[config.mk]
export PLATFORM = sky130hd
export DESIGN_NAME = uart_rx_fifo
export DESIGN_NICKNAME = d
export VERILOG_FILES = /design/src/rtl/uart_rx_fifo_pkg.sv /design/src/rtl/uart_rx.sv /design/src/rtl/uart_rx_fifo.sv
export SDC_FILE = /design/constraint.sdc
export NUM_CORES = 1
export LEC_CHECK = 0
export BUFFER_PORTS_ARGS = -buffer_cell sky130_fd_sc_hd__buf_2
export CORE_ASPECT_RATIO = 1.4
export CORE_MARGIN = 2
export CORE_UTILIZATION = 42
export DETAILED_ROUTE_END_ITERATION = 7
export PLACE_DENSITY = 0.62
export SETUP_SLACK_MARGIN = 0.3
export SLEW_MARGIN = 20
export SYNTH_ARGS = -nofsm -noshare
export SYNTH_HDL_FRONTEND = slang
export SYNTH_SLANG_ARGS = --single-unit
export TNS_END_PERCENT = 100
[constraint.sdc]
create_clock -name clk -period 5.92 [get_ports clk]
set_input_delay 1.184 -clock clk [delete_from_list [all_inputs] [get_ports clk]]
set_output_delay 1.184 -clock clk [all_outputs]
set_load 0.02 [all_outputs]
[src/rtl/uart_rx_fifo_pkg.sv]
// Shared definitions for the UART receiver and its word FIFO.
//   rx_state_e : receiver FSM states
//   STOP_BIT   : line level that marks a valid stop bit
package uart_rx_fifo_pkg;

  typedef enum logic [1:0] {
    IDLE  = 2'd0,
    START = 2'd1,
    DATA  = 2'd2,
    STOP  = 2'd3
  } rx_state_e;

  localparam logic STOP_BIT = 1'b1;

endpackage

[src/rtl/uart_rx.sv]
// UART 8N1-style receiver: synchronizes the serial line, samples each bit mid-period and
// emits one word per good frame.
//   clk, rst        : clock, asynchronous active-high reset
//   i_data          : asynchronous serial line, idle high
//   o_word          : received word (valid while o_valid is high)
//   o_valid         : one-cycle pulse per good frame
//   o_frame_err     : one-cycle pulse when the stop bit is low
module uart_rx
  import uart_rx_fifo_pkg::*;
#(
  parameter int unsigned LSB_FIRST    = 1,
  parameter int unsigned NUM_BITS     = 8,
  parameter int unsigned CLKS_PER_BIT = 3200
) (
  input  logic                clk,
  input  logic                rst,
  input  logic                i_data,
  output logic [NUM_BITS-1:0] o_word,
  output logic                o_valid,
  output logic                o_frame_err
);

  localparam int unsigned CW = $clog2(CLKS_PER_BIT);
  localparam int unsigned BW = $clog2(NUM_BITS + 1);
  localparam logic [CW-1:0] HALF_LAST = CW'(CLKS_PER_BIT / 2 - 1);
  localparam logic [CW-1:0] BIT_LAST  = CW'(CLKS_PER_BIT - 1);
  localparam logic [BW-1:0] LAST_BIT  = BW'(NUM_BITS - 1);

  logic [1:0]          r_sync;
  rx_state_e           r_state, w_state_d;
  logic [CW-1:0]       r_clk_cnt, w_clk_cnt_d;
  logic [BW-1:0]       r_bit_cnt, w_bit_cnt_d;
  logic [NUM_BITS-1:0] r_shift, w_shift_d;
  logic                r_valid, w_valid_d;
  logic                r_ferr, w_ferr_d;
  logic                r_wait, w_wait_d;  // bad stop seen, waiting for line to return high
  logic                w_rx;

  assign w_rx = r_sync[1];

  always_ff @(posedge clk or posedge rst) begin
    if (rst) begin
      r_sync    <= 2'b11;
      r_state   <= IDLE;
      r_clk_cnt <= '0;
      r_bit_cnt <= '0;
      r_shift   <= '0;
      r_valid   <= 1'b0;
      r_ferr    <= 1'b0;
      r_wait    <= 1'b0;
    end else begin
      r_sync    <= {r_sync[0], i_data};
      r_state   <= w_state_d;
      r_clk_cnt <= w_clk_cnt_d;
      r_bit_cnt <= w_bit_cnt_d;
      r_shift   <= w_shift_d;
      r_valid   <= w_valid_d;
      r_ferr    <= w_ferr_d;
      r_wait    <= w_wait_d;
    end
  end

  always_comb begin
    w_state_d   = r_state;
    w_clk_cnt_d = r_clk_cnt + 1'b1;
    w_bit_cnt_d = r_bit_cnt;
    w_shift_d   = r_shift;
    w_valid_d   = 1'b0;
    w_ferr_d    = 1'b0;
    w_wait_d    = r_wait;
    unique case (r_state)
      IDLE: begin
        w_clk_cnt_d = '0;
        if (!w_rx) begin
          w_state_d   = START;
          w_bit_cnt_d = '0;
        end
      end
      START: begin
        if (r_clk_cnt == HALF_LAST) begin
          w_clk_cnt_d = '0;
          w_state_d   = w_rx ? IDLE : DATA;  // high at mid start bit is a glitch
        end
      end
      DATA: begin
        if (r_clk_cnt == BIT_LAST) begin
          w_clk_cnt_d = '0;
          if (LSB_FIRST != 0) w_shift_d = {w_rx, r_shift[NUM_BITS-1:1]};
          else                w_shift_d = {r_shift[NUM_BITS-2:0], w_rx};
          if (r_bit_cnt == LAST_BIT) w_state_d = STOP;
          else                       w_bit_cnt_d = r_bit_cnt + 1'b1;
        end
      end
      STOP: begin
        if (r_wait) begin
          w_clk_cnt_d = '0;
          if (w_rx) begin
            w_wait_d  = 1'b0;
            w_state_d = IDLE;
          end
        end else if (r_clk_cnt == BIT_LAST) begin
          w_clk_cnt_d = '0;
          if (w_rx == STOP_BIT) begin
            w_valid_d = 1'b1;
            w_state_d = IDLE;
          end else begin
            w_ferr_d = 1'b1;
            w_wait_d = 1'b1;
          end
        end
      end
      default: w_state_d = IDLE;
    endcase
  end

  assign o_word      = r_shift;
  assign o_valid     = r_valid;
  assign o_frame_err = r_ferr;

endmodule

[src/rtl/uart_rx_fifo.sv]
// UART receiver followed by a show-ahead word FIFO.
//   clk, rst        : clock, asynchronous active-high reset
//   i_data          : asynchronous serial line, idle high
//   word_out_valid  : pop strobe, one word per cycle high
//   word_out        : FIFO head word, 0 when empty
//   word_rdy        : FIFO not empty
//   fifo_count      : number of stored words
//   overflow        : sticky, a word was dropped on a full FIFO
//   frame_err       : one-cycle pulse on a bad stop bit
module uart_rx_fifo
  import uart_rx_fifo_pkg::*;
#(
  parameter int unsigned LSB_FIRST    = 1,
  parameter int unsigned NUM_BITS     = 8,
  parameter int unsigned FIFO_DEPTH   = 64,
  parameter int unsigned CLKS_PER_BIT = 3200
) (
  input  logic                          clk,
  input  logic                          rst,
  input  logic                          i_data,
  input  logic                          word_out_valid,
  output logic [NUM_BITS-1:0]           word_out,
  output logic                          word_rdy,
  output logic [$clog2(FIFO_DEPTH):0]   fifo_count,
  output logic                          overflow,
  output logic                          frame_err
);

  localparam int unsigned AW   = $clog2(FIFO_DEPTH);
  localparam int unsigned CNTW = AW + 1;
  localparam logic [CNTW-1:0] FULL_CNT = CNTW'(FIFO_DEPTH);

  logic [NUM_BITS-1:0] w_rx_word;
  logic                w_rx_valid;

  uart_rx #(
    .LSB_FIRST   (LSB_FIRST),
    .NUM_BITS    (NUM_BITS),
    .CLKS_PER_BIT(CLKS_PER_BIT)
  ) u_rx (
    .clk        (clk),
    .rst        (rst),
    .i_data     (i_data),
    .o_word     (w_rx_word),
    .o_valid    (w_rx_valid),
    .o_frame_err(frame_err)
  );

  logic [NUM_BITS-1:0] r_mem [FIFO_DEPTH];
  logic [AW-1:0]       r_wr_ptr, r_rd_ptr;
  logic [CNTW-1:0]     r_count;
  logic                r_overflow;
  logic                w_full, w_empty, w_push, w_pop;

  assign w_full  = (r_count == FULL_CNT);
  assign w_empty = (r_count == '0);
  assign w_pop   = word_out_valid && !w_empty;
  // A full FIFO still accepts a word when the same cycle frees a slot.
  assign w_push  = w_rx_valid && (!w_full || w_pop);

  always_ff @(posedge clk) begin
    if (w_push) r_mem[r_wr_ptr] <= w_rx_word;
  end

  always_ff @(posedge clk or posedge rst) begin
    if (rst) begin
      r_wr_ptr   <= '0;
      r_rd_ptr   <= '0;
      r_count    <= '0;
      r_overflow <= 1'b0;
    end else begin
      if (w_push) r_wr_ptr <= r_wr_ptr + 1'b1;
      if (w_pop)  r_rd_ptr <= r_rd_ptr + 1'b1;
      if (w_push && !w_pop)      r_count <= r_count + 1'b1;
      else if (w_pop && !w_push) r_count <= r_count - 1'b1;
      if (w_rx_valid && w_full && !w_pop) r_overflow <= 1'b1;
    end
  end

  assign word_out   = w_empty ? '0 : r_mem[r_rd_ptr];
  assign word_rdy   = !w_empty;
  assign fifo_count = r_count;
  assign overflow   = r_overflow;

endmodule

==> results.tsv, run 1 <==
stage	metric	value	unit
run_status	outcome	complete, no violations	
route	final antenna-violating net count	0	
critical_path	crit path capture	word_out[5]	
power_and_ir_drop	Worst VDD drop	221	µV
floorplan	Die H	276	µm
route	Post-Route WL	50500	µm
critical_path	critical path startpoint category	flip-flop	
global_route	pin count of the biggest net entering global routing	67	
global_route	vias in the first global route	11400	
critical_path	peak fanout along the critical path	57	
finish	area of the multi-input gates	0.00526	mm²
finish	Design Area, Final	0.0248	mm²
logic_synthesis	Async S/R FF share, synth	9.06	%
clock_tree	CTS Buf Count	51	
power_and_ir_drop	Comb pwr share	17.0	%
clock_tree	Resized cells post-CTS	0	
logic_synthesis	Yosys top cell by area	edfxtp_1	
floorplan	Top Ports	22	
sta	worst slew pin tran	1160	ps
clock_tree	Max H-tree Level	2	
clock_tree	CTS Hold Bufs	0	
finish	Antenna Cells	0	
sta	worst setup margin	1110	ps
logic_synthesis	Synth Cell Area	0.0223	mm²
sta	slew margin rel.	22.7	%
critical_path	crit path launch	r_rd_ptr[0]	
logic_synthesis	top-count cell post-synth	edfxtp_1	
logic_synthesis	sequential area share after synthesis	74.8	%
sta	Final Cycle Share	81.3	%
logic_synthesis	syn_nets	1206	
critical_path	CP Data Arrival Time	3630	ps
clock_tree	CTS tree	built	
logic_synthesis	synth warn	0	
floorplan	DIE WIDTH	199	µm
global_route	antenna violations before repair	0	
power_and_ir_drop	P_sw	2.61	mW
critical_path	launching point of the worst reg2reg path	fifo_count[2]	
finish	Final nets	1231	
global_route	GRT Resource Usage Total	18.7	%
logic_synthesis	top cell type's share of synthesized area	69.1	%
power_and_ir_drop	Sw Ratio	27.6	%
critical_path	crit-path max cell delay	800	ps
critical_path	Slowest-stage cell, CP	dfrtp_4	
floorplan	Starting Density	42.6	%
logic_synthesis	Post-Syn Instances	1191	
route	TritonRoute pass-1 iters	5	
power_and_ir_drop	pwr dens	382	mW/mm²
power_and_ir_drop	Clk network pwr share	35.4	%
sta	Clock Skew	30.5	ps
sta	final hold vios	0	
clock_tree	Clock Latency Late Sink	590	ps
place	post-DP HPWL	31800	µm
logic_synthesis	largest cells by area after synthesis	edfxtp_1, mux4_2, dfrtp_1	
critical_path	Worst R2R End	fifo_count[6]	
finish	layout cell share with drive strength beyond 1	19.2	%
route	via count	11200	
place	dpl cell area	0.0231	mm²
finish	Area Overhead vs Synth	11.6	%
sta	Final Setup Violations	0	
worst_hold_path	Worst Hold Class	flip-flop to flip-flop	
finish	Layout fillers	4386	
finish	sequential cell area	0.0167	mm²
global_route	global-route wire length before repair	74800	µm
power_and_ir_drop	Seq pwr share	47.6	%
logic_synthesis	EDFF count, synth	512	
sta	Peak Freq	0.208	GHz
flow_run	max cap viols	0	
floorplan	FP Rows	99	
clock_tree	CTS max path bufs	3	
floorplan	core outline area	0.0523	mm²
critical_path	Worst Path Required	4740	ps
sta	Max Transition Viols Final	0	
place	Setup WS pre-CTS	1670	ps
route	vias per inst	5.67	
power_and_ir_drop	power after layout	9.47	mW
logic_synthesis	Avg Cell Area, Syn	18.7	µm²
power_and_ir_drop	Lkg Pwr	9.32	nW
logic_synthesis	#FFs+latches synth	563	
clock_tree	clock root buffer master	clkbuf_16	
logic_synthesis	library cells used by synthesis	58	
clock_tree	Sink Count	563	
logic_synthesis	top post-synthesis cells by count	edfxtp_1, mux4_2, nor2_1	
sta	min cycle time layout	4810	ps
place	PortBufs	21	
critical_path	r2r worst-path depth	12	
sta	setup TNS	0	ps
critical_path	R2R setup slack	1920	ps
critical_path	crit path cell chain	buf_12, buf_4, mux4_2, a211oi_1, a21oi_1, a22o_1, buf_2	
sta	unrepaired setup endpoints after global routing	no	
power_and_ir_drop	Power Internal	6.86	mW
clock_tree	CTS clock-pin slew for the worst setup and hold paths	60	ps
route	DRC	0	
critical_path	Crit. End Element	output pin	
floorplan	die area	0.0549	mm²
route	Starting DRT DRC Count	1041	
global_route	GRT overflow	0	
clock_tree	Post-CTS Setup Inserts	0	
logic_synthesis	Primary FF master, synth	edfxtp_1	
critical_path	Setup Crit Path Kind	flip-flop to output pin	
route	DR WL/cell	25.7	µm
place	Final GP Congestion	0.839	
-- power by group through the flow --
stage	Sequential [mW]	Combinational, mW	Clock (mW)
2_1_floorplan	4.47	1.26	0
3_3_place_gp	4.60	1.62	0
3_5_place_dp	4.60	1.63	0
4_1_cts	4.51	1.63	3.41
5_1_grt	4.53	1.73	3.54
6_report	4.51	1.61	3.36
-- sequential cells by signal (all words and copies together), names as in the netlist, named ones only --
name and count:
r_wr_ptr 6, u_rx.r_sync 2, r_mem 512, overflow 1
u_rx.o_frame_err 1, u_rx.o_valid 1, u_rx.r_clk_cnt 12, fifo_count 7
u_rx.o_word 8, u_rx.r_state 1, r_rd_ptr 6, u_rx.r_bit_cnt 4
u_rx.r_wait 1
-- layout make-up --
cell class	count	share of cell area, %
Multi-Input combinational cell	549	21.2
Timing Repair Buffer	37	1.01
Clock buffer	64	5.54
Tap cell	707	3.56
Clock inverter	32	1.29
Inverter	14	0.212
Sequential cell	563	67.2
-- worst max-delay path: cells and delay by family, from the launching register on --
| family | cells | cell delay [ps] |
|---|---|---|
| compound gates | 3 | 640 |
| buf+inv | 3 | 980 |
| flops | 1 | 800 |
| mux | 1 | 540 |
-- worst min path at each step --
| stage | end | depth (start not counted) | slack (ps) | startpoint |
|---|---|---|---|---|
| 2_1_floorplan | u_rx.r_sync[1] | 0 | 350 | u_rx.r_sync[0] |
| 3_3_place_gp | u_rx.r_sync[1] | 0 | 350 | u_rx.r_sync[0] |
| 3_5_place_dp | u_rx.r_sync[1] | 0 | 350 | u_rx.r_sync[0] |
| 4_1_cts | u_rx.r_sync[1] | 0 | 360 | u_rx.r_sync[0] |
| 5_1_grt | u_rx.r_sync[1] | 0 | 360 | u_rx.r_sync[0] |
| 6_report | u_rx.r_sync[1] | 0 | 360 | u_rx.r_sync[0] |
-- kinds of logic after synthesis --
kind of cell             count (synthesis)  synth area share, %
flip-flops                             563                 74.8
AND/OR/NAND/NOR                        190                 4.11
multiplexers                           170                 13.1
AO/OA/AOI/OAI                          153                 4.74
buffers and inverters                   79                 1.57
XOR/XNOR                                25                0.984
adder cells (fa/ha/maj)                 11                0.652
-- cells in the final DEF (no fill, tap or decap), types with 4 or more instances in the layout --
master	Yosys	final
ha_1	10	10
edfxtp_1	512	512
nor2b_1	10	9
xnor2_1	15	15
xor2_1	10	10
a211oi_1	17	17
clkinv_2	0	6
buf_4	6	14
mux2_2	9	9
nand2_1	38	38
inv_1	14	13
bufinv_16	0	6
a22oi_1	34	34
o221ai_1	16	16
nand3b_1	10	10
o22ai_1	16	16
nor2_1	88	84
clkbuf_1	31	9
o21ai_0	6	6
nand3_1	11	11
a22o_1	8	8
dfrtp_4	0	7
nor3_1	4	4
clkbuf_16	0	52
buf_2	19	21
dfrtp_1	49	39
clkinv_1	0	14
mux4_2	96	96
nor2_2	0	4
mux2i_1	65	65
a21oi_1	39	39
-- per-stage QoR --
step	cells	hold WS [ps]	util, %
6_report	1966	356	47.5
2_1_floorplan	1191	345	-
3_5_place_dp	1870	349	44.2
5_1_grt	1966	363	47.5
4_1_cts	1966	358	47.5
3_3_place_gp	1870	348	44.2
-- metal layers --
layer | track usage [%] | wire length, µm | vias to the layer above | share of wire [%]
met5 | 0 | 0 | - | 0
met3 | 2.96 | 2490 | 105 | 4.9
met2 | 32.7 | 26500 | 329 | 52
met4 | 8.25 | 2310 | 0 | 4.6
li1 | - | - | 4843 | -
met1 | 22.7 | 19200 | 5875 | 38
No activity file was read; power rests on OpenSTA's default activity.
==> inputs of run 2 (changes only) <==
--- a/config.mk
+++ b/config.mk
@@ -5,6 +5,7 @@
 export SDC_FILE = /design/constraint.sdc
 export NUM_CORES = 1
 export LEC_CHECK = 0
+export ABC_AREA = 1
 export BUFFER_PORTS_ARGS = -buffer_cell sky130_fd_sc_hd__buf_2
 export CORE_ASPECT_RATIO = 1.4
 export CORE_MARGIN = 2
==> constraint.sdc (replaced) <==
create_clock -name clk -period 4.8 [get_ports clk]
set_input_delay 0.96 -clock clk [delete_from_list [all_inputs] [get_ports clk]]
set_output_delay 0.96 -clock clk [all_outputs]
set_load 0.02 [all_outputs]
==> results.tsv, run 2 <==
stage	metric	value	unit	change
run_status	outcome	complete, no violations		
sta	slew margin rel.	31.0	%	+8.3 points
clock_tree	CTS Buf Count	54		+5.9%
critical_path	Setup Crit Path Kind	flip-flop to output pin		
floorplan	Starting Density	42.6	%	about the same
clock_tree	Max H-tree Level	2		unchanged
sta	Final Cycle Share	91.1	%	
critical_path	CP Data Arrival Time	3410	ps	-220 ps
clock_tree	clock root buffer master	clkbuf_16		
logic_synthesis	library cells used by synthesis	39		-33%
clock_tree	Sink Count	563		unchanged
route	final antenna-violating net count	0		unchanged
logic_synthesis	Synth Cell Area	0.0241	mm²	+8.3%
sta	Peak Freq	0.229	GHz	
place	Final GP Congestion	0.893		+6.4%
route	vias per inst	5.23		-7.7%
finish	post-layout util	47.4	%	-0.058 points
logic_synthesis	top cell type's share of synthesized area	63.8	%	-5.3 points
sta	worst slew pin tran	1030	ps	-122 ps
critical_path	launching point of the worst reg2reg path	fifo_count[1]		
logic_synthesis	top post-synthesis cells by count	nand2_1, edfxtp_1, nand3_1		
finish	area of the multi-input gates	0.00606	mm²	+15%
critical_path	crit path launch	r_rd_ptr[0]		
finish	Reg with most FFs	r_mem		
finish	Area Overhead vs Synth	11.4	%	
critical_path	Crit. End Element	output pin		
finish	Antenna Cells	0		unchanged
route	TritonRoute pass-1 iters	8		+3
floorplan	die area	0.0593	mm²	+8.2%
power_and_ir_drop	Comb pwr share	30.2	%	+13 points
logic_synthesis	largest cells by area after synthesis	edfxtp_1, nand2_1, nand3_1		
logic_synthesis	synth warn	0		unchanged
route	DRC	0		unchanged
clock_tree	Clock Latency Late Sink	620	ps	+30 ps
sta	Max Transition Viols Final	0		unchanged
floorplan	core outline area	0.0566	mm²	+8.2%
critical_path	peak fanout along the critical path	147		+160%
global_route	global-route wire length before repair	92100	µm	+23%
floorplan	FP Rows	103		+4.0%
logic_synthesis	EDFF count, synth	512		unchanged
finish	sequential cell area	0.0167	mm²	about the same
clock_tree	CTS Hold Bufs	0		unchanged
logic_synthesis	top-count cell post-synth	nand2_1		
route	via count	16100		+44%
sta	unrepaired setup endpoints after global routing	yes		
worst_hold_path	Hold Path Origin	u_rx.r_sync[0]		
finish	Final nets	2312		+88%
logic_synthesis	syn_nets	2297		+90%
route	met3 WL	3730	µm	+49%
logic_synthesis	Yosys top cell by area	edfxtp_1		
floorplan	Die H	287	µm	+4.0%
power_and_ir_drop	power after layout	14.1	mW	+49%
power_and_ir_drop	Power Internal	9.02	mW	+31%
power_and_ir_drop	pwr dens	524	mW/mm²	+37%
global_route	antenna violations before repair	1		+1
place	post-DP HPWL	35900	µm	+13%
critical_path	critical path startpoint category	flip-flop		
sta	Clock Skew	36.8	ps	+6.32 ps
power_and_ir_drop	Clk network pwr share	30.7	%	-4.7 points
power_and_ir_drop	P_sw	5.06	mW	+94%
critical_path	Worst Path Required	3840	ps	-900 ps
sta	Final Setup Violations	0		unchanged
clock_tree	CTS tree	built		
power_and_ir_drop	Worst VDD drop	474	µV	+110%
sta	setup TNS	0	ps	unchanged
finish	Largest register FFs	512		unchanged
route	Detail Route met2 WL	30300	µm	+14%
route	DR WL/cell	19.6	µm	-24%
finish	layout cell share with drive strength beyond 1	7.82	%	-11 points
place	PortBufs	21		unchanged
sta	min cycle time layout	4370	ps	
route	Post-Route WL	60300	µm	+19%
power_and_ir_drop	Sw Ratio	35.9	%	+8.4 points
finish	commonest cells after routing, fill and taps aside	nand2_1, edfxtp_1, nand3_1		
floorplan	DIE WIDTH	206	µm	+4.0%
sta	final hold vios	0		unchanged
critical_path	R2R setup slack	1490	ps	-430 ps
finish	most common cell after layout, fill and taps aside	nand2_1		
power_and_ir_drop	Seq pwr share	39.1	%	-8.5 points
logic_synthesis	#FFs+latches synth	563		unchanged
logic_synthesis	Primary FF master, synth	edfxtp_1		
logic_synthesis	Post-Syn Instances	2282		+92%
worst_hold_path	Worst Hold Class	flip-flop to flip-flop		
logic_synthesis	Avg Cell Area, Syn	10.6	µm²	-43%
clock_tree	CTS max path bufs	3		unchanged
power_and_ir_drop	Lkg Pwr	11.0	nW	+18%
finish	Layout fillers	5037		+15%
floorplan	Top Ports	22		unchanged
route	DR top layer	met5		
route	Starting DRT DRC Count	1434		+38%
global_route	GRT overflow	0		unchanged
logic_synthesis	sequential area share after synthesis	69.1	%	-5.7 points
route	M1 WL	23800	µm	+24%
flow_run	max cap viols	0		unchanged
global_route	GRT Resource Usage Total	20.5	%	+1.8 points
global_route	vias in the first global route	16000		+41%
clock_tree	CTS clock-pin slew for the worst setup and hold paths	70	ps	about the same
global_route	pin count of the biggest net entering global routing	205		+210%
logic_synthesis	Async S/R FF share, synth	9.06	%	unchanged
## run 2: cell count changes in the layout (fill, tap and decap cells not counted), sizes merged, moves of 16 or more
| cell | delta |
|---|---|
| a211oi | -17 |
| a22oi | -34 |
| buf | +27 |
| inv | +212 |
| mux2i | -65 |
| mux4 | -96 |
| nand2 | +611 |
| nand3 | +284 |
| nor2 | +155 |
| o21ai | +74 |
| o221ai | -16 |
| o22ai | -16 |
## run 2: stage by stage
step	cells	setup slack [ps]	hold WS, ps	area (µm²)
after floorplan	2282	1950	345	24100
after global placement	2974	740	353	25000
after detailed placement	2974	769	352	25000
after CTS	3074	303	385	26800
after global routing	3076	301	382	26800
final	3076	427	381	26800
## run 2: routing by layer
metal | up-vias | GRT usage, %
met3 | 123 | 2.81
li1 | 7625 | -
met5 | - | 0
met1 | 7788 | 25.2
met4 | 2 | 8.70
met2 | 559 | 35.9
## run 2: cell families (layout without fill, tap and decap cells)
group / count (synthesis) / after routing / synth area share (%)
XOR/XNOR: 16 / 16 / 0.581
AO/OA/AOI/OAI: 136 / 136 / 2.91
multiplexers: 1 / 1 / 0.0467
buffers and inverters: 339 / 398 / 5.77
flip-flops: 563 / 563 / 69.1
adder cells (fa/ha/maj): 11 / 11 / 0.602
AND/OR/NAND/NOR: 1216 / 1216 / 21.0
## run 2: power groups by stage
| stage | combinational, mW | sequential [mW] | clock (mW) |
|---|---|---|---|
| 2_1_floorplan | 2.96 | 5.50 | 0 |
| 3_3_place_gp | 4.09 | 5.60 | 0 |
| 3_5_place_dp | 4.13 | 5.60 | 0 |
| 4_1_cts | 4.16 | 5.50 | 4.39 |
| 5_1_grt | 4.68 | 5.51 | 4.55 |
| 6_report | 4.25 | 5.50 | 4.32 |
## run 2: repair_timing
action,in CTS,in global routing
endpoints found under the setup margin,8,8
gates resized for setup,4,3
setup buffers,0,1
gates cloned,0,1
## run 2: final timing paths
check,end,cells after the start
setup / recovery,word_out[3],10
hold / removal,u_rx.r_sync[1],0
setup reg to reg,fifo_count[6],16
hold reg to reg,u_rx.r_sync[1],0
max in group asynchronous,r_rd_ptr[1],3
min in group asynchronous,fifo_count[4],2
## run 2: layout make-up
class,count,area share [%]
sequential,563,62.2
multi-input combinational,1380,22.6
clock buffer,64,5.25
tap,735,3.43
inverter,233,3.34
timing repair buffer,65,1.82
clock inverter,36,1.43
## run 2: worst max-delay path, stage by stage, from the launching register on
cell and delay (ps):
dfrtp_4 670, inv_12 260, buf_4 360, nand2_1 100, nand3_1 60, nand3_1 130
nand3_1 130, nand2_1 230, nand3_1 100, a21oi_1 390, buf_2 250
